### src/rtl/serial_add_seq_pkg.sv
// Shared types and constants for the 2-bit-per-cycle serial adder.
package serial_add_seq_pkg;

  typedef enum logic [1:0] {
    IDLE = 2'b00,
    RUN  = 2'b01,
    DONE = 2'b10
  } state_t;

  localparam int DEF_WIDTH = 8;

  function automatic int idx_bits(input int half);
    return (half > 1) ? $clog2(half) : 1;
  endfunction

endpackage

### src/rtl/serial_add_seq_two_bit_adder.sv
// 2-bit ripple slice shared by every step of the serial addition.
module twoBitAdder (
  input  logic [1:0] A,
  input  logic [1:0] B,
  input  logic       Cin,
  output logic [1:0] S,
  output logic       Cout
);

  assign {Cout, S} = {1'b0, A} + {1'b0, B} + {2'b00, Cin};

endmodule

### src/rtl/serial_add_seq.sv
// Serial adder: WIDTH/2 cycles through one 2-bit slice, IDLE/RUN/DONE FSM.
module serial_add_seq
  import serial_add_seq_pkg::*;
#(
  parameter int WIDTH = DEF_WIDTH
) (
  input  logic             clk,
  input  logic             rst_n,
  input  logic             start,
  input  logic [WIDTH-1:0] a,
  input  logic [WIDTH-1:0] b,
  input  logic             cin,
  output logic             busy,
  output logic             done,
  output logic [WIDTH-1:0] sum,
  output logic             cout
);

  localparam int HALF = WIDTH / 2;
  localparam int IW   = idx_bits(HALF);

  state_t           state, state_n;
  logic [IW-1:0]    idx;
  logic             carry;
  logic [WIDTH-1:0] a_q, b_q, sum_q, sum_n;
  logic             cout_q, busy_q;
  logic [1:0]       rst_sync;
  logic             rst_ok;
  logic [1:0]       a_sl, b_sl, s_sl;
  logic             c_sl, last;

  // assert asynchronously, release two edges after rst_n rises
  always_ff @(posedge clk or negedge rst_n) begin
    if (!rst_n) rst_sync <= 2'b00;
    else        rst_sync <= {rst_sync[0], 1'b1};
  end

  assign rst_ok = rst_sync[1];

  always_comb begin
    a_sl = 2'b00;
    b_sl = 2'b00;
    for (int i = 0; i < HALF; i++) begin
      if (idx == IW'(i)) begin
        a_sl = a_q[2*i +: 2];
        b_sl = b_q[2*i +: 2];
      end
    end
  end

  twoBitAdder u_slice (
    .A    (a_sl),
    .B    (b_sl),
    .Cin  (carry),
    .S    (s_sl),
    .Cout (c_sl)
  );

  always_comb begin
    sum_n = sum_q;
    for (int i = 0; i < HALF; i++) begin
      if (idx == IW'(i)) sum_n[2*i +: 2] = s_sl;
    end
  end

  assign last = (idx == IW'(HALF - 1));

  always_comb begin
    state_n = state;
    unique case (state)
      IDLE:    if (start) state_n = RUN;
      RUN:     if (last)  state_n = DONE;
      DONE:    state_n = IDLE;
      default: state_n = IDLE;
    endcase
  end

  always_ff @(posedge clk or negedge rst_n) begin
    if (!rst_n) begin
      state  <= IDLE;
      idx    <= '0;
      carry  <= 1'b0;
      a_q    <= '0;
      b_q    <= '0;
      sum_q  <= '0;
      cout_q <= 1'b0;
      busy_q <= 1'b0;
    end else if (!rst_ok) begin
      state  <= IDLE;
      idx    <= '0;
      carry  <= 1'b0;
      a_q    <= '0;
      b_q    <= '0;
      sum_q  <= '0;
      cout_q <= 1'b0;
      busy_q <= 1'b0;
    end else begin
      state  <= state_n;
      busy_q <= (state_n != IDLE);
      if (state == IDLE && start) begin
        a_q   <= a;
        b_q   <= b;
        carry <= cin;
        idx   <= '0;
        sum_q <= '0;
      end else if (state == RUN) begin
        sum_q <= sum_n;
        carry <= c_sl;
        idx   <= last ? '0 : idx + IW'(1);
        if (last) cout_q <= c_sl;
      end
    end
  end

  assign busy = busy_q;
  assign done = (state == DONE);
  assign sum  = sum_q;
  assign cout = cout_q;

endmodule

### config.mk
export PLATFORM = sky130hd
export DESIGN_NAME = serial_add_seq
export DESIGN_NICKNAME = d
export VERILOG_FILES = /design/src/rtl/serial_add_seq_pkg.sv /design/src/rtl/serial_add_seq_two_bit_adder.sv /design/src/rtl/serial_add_seq.sv
export SDC_FILE = /design/constraint.sdc
export NUM_CORES = 1
export LEC_CHECK = 0
export ABC_AREA = 1
export CAP_MARGIN = 20
export CELL_PAD_IN_SITES_DETAIL_PLACEMENT = 1
export CELL_PAD_IN_SITES_GLOBAL_PLACEMENT = 1
export CORE_MARGIN = 2
export CORE_UTILIZATION = 40
export CTS_BUF_LIST = sky130_fd_sc_hd__clkbuf_4 sky130_fd_sc_hd__clkbuf_8
export DETAILED_ROUTE_END_ITERATION = 6
export PLACE_DENSITY_LB_ADDON = 0.1
export SYNTH_ARGS = -nofsm -noshare
export SYNTH_HDL_FRONTEND = slang
export SYNTH_SLANG_ARGS = --single-unit
### constraint.sdc
create_clock -name clk -period 3.2 [get_ports clk]
set_input_delay 0.8 -clock clk [delete_from_list [all_inputs] [get_ports clk]]
set_output_delay 0.8 -clock clk [all_outputs]
set_load 0.005 [all_outputs]
# Word level (Yosys, flattened, before mapping)
# Cells that the tools add are included.
[classes]
reduce_logical = 9
eq_ne = 14
muxes = 35
n_addsub = 3
[ops]
columns = ["operator", "count"]
rows = [
  ["$mux 8", 7],
  ["$mux 2", 19],
  ["$ne 3x1->1 const B", 5],
  ["$mux 1", 8],
  ["$reduce_and 2->1", 4],
  ["$eq 2x2->1 const B", 3],
  ["$ne 2x1->1 const B", 3],
  ["$eq 2x1->1 const B", 2],
  ["$logic_not 2->1", 2],
  ["$pmux 2 s2", 1],
  ["$add 2x2->3", 1],
  ["$add 3x1->3", 1],
  ["$reduce_and 3->1", 1],
  ["$add 2x1->2 const B", 1],
  ["$ne 2x2->1 const B", 1],
  ["$reduce_bool 2->1", 1],
  ["$logic_and 1x1->1", 1],
]
[word_totals]
word_cells = 73
out_inout_bits = 11
input_bits = 20
register_bits = 33

# Depth between registers and ports, before layout
[depth]
ltp_word = 11
depth_mapped = 12

# Cells and area by module
# From an unflattened synthesis, not the netlist that was laid out.
[unflattened]
cells_unflattened = 196
area_unflattened_um2 = 1641.6
[modules_own_cells]
columns = ["mod", "cells_per_inst", "instances", "area_per_inst_um2", "seq_area_each_um2"]
rows = [
  ["serial_add_seq", 186, 1, 1571.5, 825.8],
  ["twoBitAdder", 10, 1, 70.1, 0.0],
]

# Least setup slack after synthesis
# No wires, ideal clock.
[synth_timing]
kind = "register to register"
startpoint = "register idx[0]"
endpoint = "register sum_q[1], in the netlist sum[1]"
required_time_ns = 3.134
t_arrival_ns = 2.157
path_stages_with_launch = 12
slack_ns = 0.977
period_less_slack_ns = 2.223
cell_sequence = "dfrtp_1 inv_1 ha_1 clkbuf_1 a21oi_1 nand2_1 a21boi_0 fa_1 fa_1 nor2_2 nand2_1 nand2_1"
[synth_between]
elab_chain_len = 11
word_cells_on_any_way = 20
classes_between = "add/sub: 2; eq/ne: 4; mux: 12; reduce/logical: 2"
[synth_rtl]
columns = ["item", "line_no", "source"]
rows = [
  ["from (decl)", "serial_add_seq.sv:23", "logic [IW-1:0] idx;"],
  ["from (signal assigned)", "serial_add_seq.sv:109", "idx <= last ? '0 : idx + IW'(1);"],
  ["$logic_not 2->1", "serial_add_seq.sv:44, serial_add_seq.sv:62", ""],
  ["$mux 2 (4 in a row)", "serial_add_seq.sv:44", "if (idx == IW'(i)) begin"],
  ["$add 2x2->3", "serial_add_seq_two_bit_adder.sv:10", "assign {Cout, S} = {1'b0, A} + {1'b0, B} + {2'b00, Cin};"],
  ["$add 3x1->3", "serial_add_seq_two_bit_adder.sv:10", ""],
  ["$mux 2", "serial_add_seq.sv:62", "if (idx == IW'(i)) sum_n[2*i +: 2] = s_sl;"],
  ["$mux 8", "serial_add_seq.sv:106", "end else if (state == RUN) begin"],
  ["$mux 8", "serial_add_seq.sv:100", "if (state == IDLE && start) begin"],
  ["$mux 8", "serial_add_seq.sv:88", "end else if (!rst_ok) begin"],
  ["to (signal assigned)", "serial_add_seq.sv:107", "sum_q <= sum_n;"],
  ["to (decl)", "serial_add_seq.sv:25", "logic [WIDTH-1:0] a_q, b_q, sum_q, sum_n;"],
]
# Parallel ways exist; a longest one is shown, timed or not. The select of a mux whose other input is x is not followed.
# A chain may end at the register's enable or synchronous reset.

# Final worst setup path
[layout_timing]
startpoint = "register idx[1]"
endpoint = "register sum_q[7], in the netlist sum[7]"
[layout_between]
elab_chain_len = 11
word_cells_on_any_way = 20
classes_between = "add/sub: 2; eq/ne: 4; mux: 12; reduce/logical: 2"
[layout_rtl]
columns = ["item", "line_no"]
rows = [
  ["$logic_not 2->1", "serial_add_seq.sv:44"],
  ["$mux 2 (4 in a row)", "serial_add_seq.sv:44"],
  ["$add 2x2->3", "serial_add_seq_two_bit_adder.sv:10"],
  ["$add 3x1->3", "serial_add_seq_two_bit_adder.sv:10"],
  ["$mux 2", "serial_add_seq.sv:62"],
  ["$mux 8", "serial_add_seq.sv:106"],
  ["$mux 8", "serial_add_seq.sv:100"],
  ["$mux 8", "serial_add_seq.sv:88"],
]
# Parallel ways exist; a longest one is shown, timed or not. The select of a mux whose other input is x is not followed.

==> results.sh <==
export IMPL_p_int_uw=673
export IMPL_finalSetupViolations=0
export IMPL_timing_critical_path_arrival_ns=2.71
export IMPL_cts_buffer_depth=2
export IMPL_syn_cell_area_um2=1650
export IMPL_drt_vias_per_instance=5.15
export IMPL_timing_setup_tns_ns=0
export IMPL_min_period_ns=2.47
export IMPL_final_net_count=246
export IMPL_floorplan_die_area_um2=4670
export IMPL_switching_power_uw=240
export IMPL_cp_data_required_time_ns=3.43
export IMPL_flow_area_growth_from_synthesis_pct=25.0
export IMPL_met2WireLength_mm=2.03
export IMPL_min_path_cells=0
export IMPL_final_setup_worst_slack_ns=0.726
export IMPL_grt_pass1_vias=1461
export IMPL_cts_repair_timing_setup_buffer_count=0
export IMPL_cpMostUsedCell="nand2_1"
export IMPL_comb_power_share=0.143
export IMPL_final_hold_violation_count=0
export IMPL_port_buffer_count=30
export IMPL_drt_iter0_drc=112
export IMPL_critPathMaxFanout=6
export IMPL_number_of_antenna_violations_at_the_first_check_in_global_routing=0
export IMPL_coreArea_um2=4000
export IMPL_synthesis_area_per_instance_um2=8.71
export IMPL_max_slew_violation_total_from_the_final_report=0
export IMPL_timing_critical_path_to_type="flip-flop"
export IMPL_layout_cells_most_common="nand2_1"
export IMPL_htree_num_levels=2
export IMPL_route_top_layer_used="met4"
export IMPL_worst_r2r_setup_slack_ns=0.73
export IMPL_grt_pass1_wl_mm=7.13
export IMPL_reg2regPathDepth=12
export IMPL_dp_final_hpwl_mm=3.04
export IMPL_sw_frac_of_total=0.263
export IMPL_netlist_cell_type_count=25
export IMPL_cts_resized=0
export IMPL_ys_seq_area_frac=0.499
export IMPL_grt_overflow=0
export IMPL_clock_fmax_ghz=0.404
export IMPL_leakage_nw=1.03
export IMPL_drtAntennaViolNets=0
export IMPL_met3_wire_length_um=154
export IMPL_crit_slowest_cell="fa_1"
export IMPL_syn_instance_count=190
export IMPL_slowest_delay_ns=0.45
export IMPL_vdd_ir_drop_worst_v=0.000250
export IMPL_layout_filler_cells=471
export IMPL_layout_worst_path_cycle_share=0.773
export IMPL_clk_pin_slew_ns=0.07
export IMPL_sequentialPowerShare=0.496
export IMPL_cell_pwr_density_nw_per_um2=442
export IMPL_unrepaired_setup_endpoints_after_global_routing="false"
export IMPL_clock_insertion_delay_at_the_later_pin_of_the_skew_report_ns=0.29
export IMPL_dpl_worst_slack_ns=0.760
export IMPL_type_of_the_worst_setup_path="reg -> reg"
export IMPL_num_vias=1396
export IMPL_cts_tree="built"
export IMPL_core_rowCount=23
export IMPL_dieWidth_um=68.3
export IMPL_synth_nets=216
export IMPL_ys_ff_latch=33
export IMPL_yosys_warnings=0
export IMPL_drive_above_1_share=0.0814
export IMPL_hp_class="reg -> reg"
export IMPL_fin_worst_skew_ns=0.00310
export IMPL_antenna_cells_inserted=0
export IMPL_timing_critical_path_from_type="flip-flop"
export IMPL_hold_path_end="rst_sync[1]"
export IMPL_clock_sink_count=33
export IMPL_clock_power_share=0.361
export IMPL_clock_root_buffer="clkbuf_8"
export IMPL_start_util=0.414
export IMPL_floorplan_die_height_um=68.3
export IMPL_post_drt_wl_per_cell_um=15.2
export IMPL_cts_buffers=5
export IMPL_hold_buffers=0
export IMPL_groute_usage_overall=0.213
export IMPL_drt_total_wl_mm=4.13
export IMPL_worst_r2r_endpoint="sum[7]"
export IMPL_crit_reg2reg_launch="idx[1]"
export IMPL_met1_length_mm=1.84
export IMPL_cap_violations=0
export IMPL_status="completed"
export IMPL_drt_first_pass_iters=4
export IMPL_place_gp_congestion=0.854
export IMPL_layout_cells_most_common_list="nand2_1 (63), dfrtp_1 (33), clkdlybuf4s50_1 (30)"
export IMPL_num_io_pins=31
export IMPL_drcViolationCount=0
export IMPL_crit_chain="inv_1, ha_1, inv_1, nand2_1, o211ai_1, nand2_1, nand2_1, fa_1, fa_1, nor2_2, nand2_1, nand2_1"
export IMPL_grt_max_degree=34
export IMPL_worst_hold_startpoint="rst_sync[0]"
==> cells in the mapped netlist <==
cell type   n  area share
nand4_1     9       0.034
buf_6       2       0.014
nand3_1    23       0.070
fa_1        2       0.024
a31oi_1     1      0.0038
nand2_1    63        0.14
o211ai_1    2      0.0091
inv_2       2      0.0045
nand2_8     1       0.012
nand2_4     1      0.0068
a21boi_0    2      0.0091
o21ai_0     5       0.015
nor2_8      2       0.024
clkbuf_1    1      0.0023
o21ai_1     1      0.0030
nor2_1      3      0.0068
ha_1        4       0.030
buf_4       1      0.0045
inv_1      15       0.034
buf_1       2      0.0045
buf_2       3      0.0091
nor2_2      2      0.0076
dfrtp_1    33        0.50
conb_1      1      0.0023
a21oi_1     9       0.027
==> state kept, by name (all words and copies together), names as in the netlist <==
signal and cells:
a_q 8, b_q 8, busy 1, carry 1, cout 1, idx 2
rst_sync 2, state 2, sum 8
==> cells by family after synthesis <==
kind of cell,Yosys count,synth area share
other cells,1,0.00227
compound gates,20,0.0673
buf+inv,26,0.0726
flops,33,0.499
simple gates,104,0.304
fa+ha+maj,6,0.0545
==> critical path: cells and delay by family, from the launching register on <==
family,cells,cell delay [ns]
AO/OA/AOI/OAI,1,0.10
AND/OR/NAND/NOR,6,0.57
flip-flops,1,0.42
adder cells (fa/ha/maj),3,1.09
buffers and inverters,2,0.24
==> through the flow <==
step	cells	power, mW	instance area (um^2)	hold WS, ns	util
after floorplan	190	0.535	1650	0.331	-
after global placement	263	0.587	1980	0.342	0.494
after detailed placement	263	0.594	1980	0.356	0.494
after CTS	271	0.923	2070	0.371	0.517
after global routing	271	0.960	2070	0.372	0.517
final	271	0.913	2070	0.366	0.517
==> power groups by stage <==
stage          Combinational, mW  Clock (mW)  Sequential (mW)
6_report                   0.131       0.330            0.453
5_1_grt                    0.150       0.354            0.456
4_1_cts                    0.134       0.336            0.453
3_5_place_dp               0.133           0            0.461
3_3_place_gp               0.127           0            0.460
2_1_floorplan             0.0830           0            0.452
==> routing by layer <==
metal | up-vias | global-route usage
met2 | 25 | 0.346
met4 | 0 | 0.0925
met1 | 688 | 0.272
met5 | - | 0
met3 | 9 | 0.0477
li1 | 674 | -
==> final cells by class <==
cell class                 count  area [um^2]  area share
clock buffer                   8         91.3      0.0442
inverter                      17         63.8      0.0309
multi-input combinational    131          708       0.343
sequential                    33          826       0.400
tap                           50         62.6      0.0303
timing repair buffer          32          315       0.153
==> how the worst max path moves through the flow <==
stage,endpoint,cells after the start,from
6_report,sum[7],12,idx[1]
3_5_place_dp,sum[3],11,idx[1]
4_1_cts,carry,11,idx[1]
3_3_place_gp,sum[1],11,idx[1]
5_1_grt,sum[7],11,idx[1]
2_1_floorplan,sum[1],11,idx[0]
(Power assumes the default switching activity.)
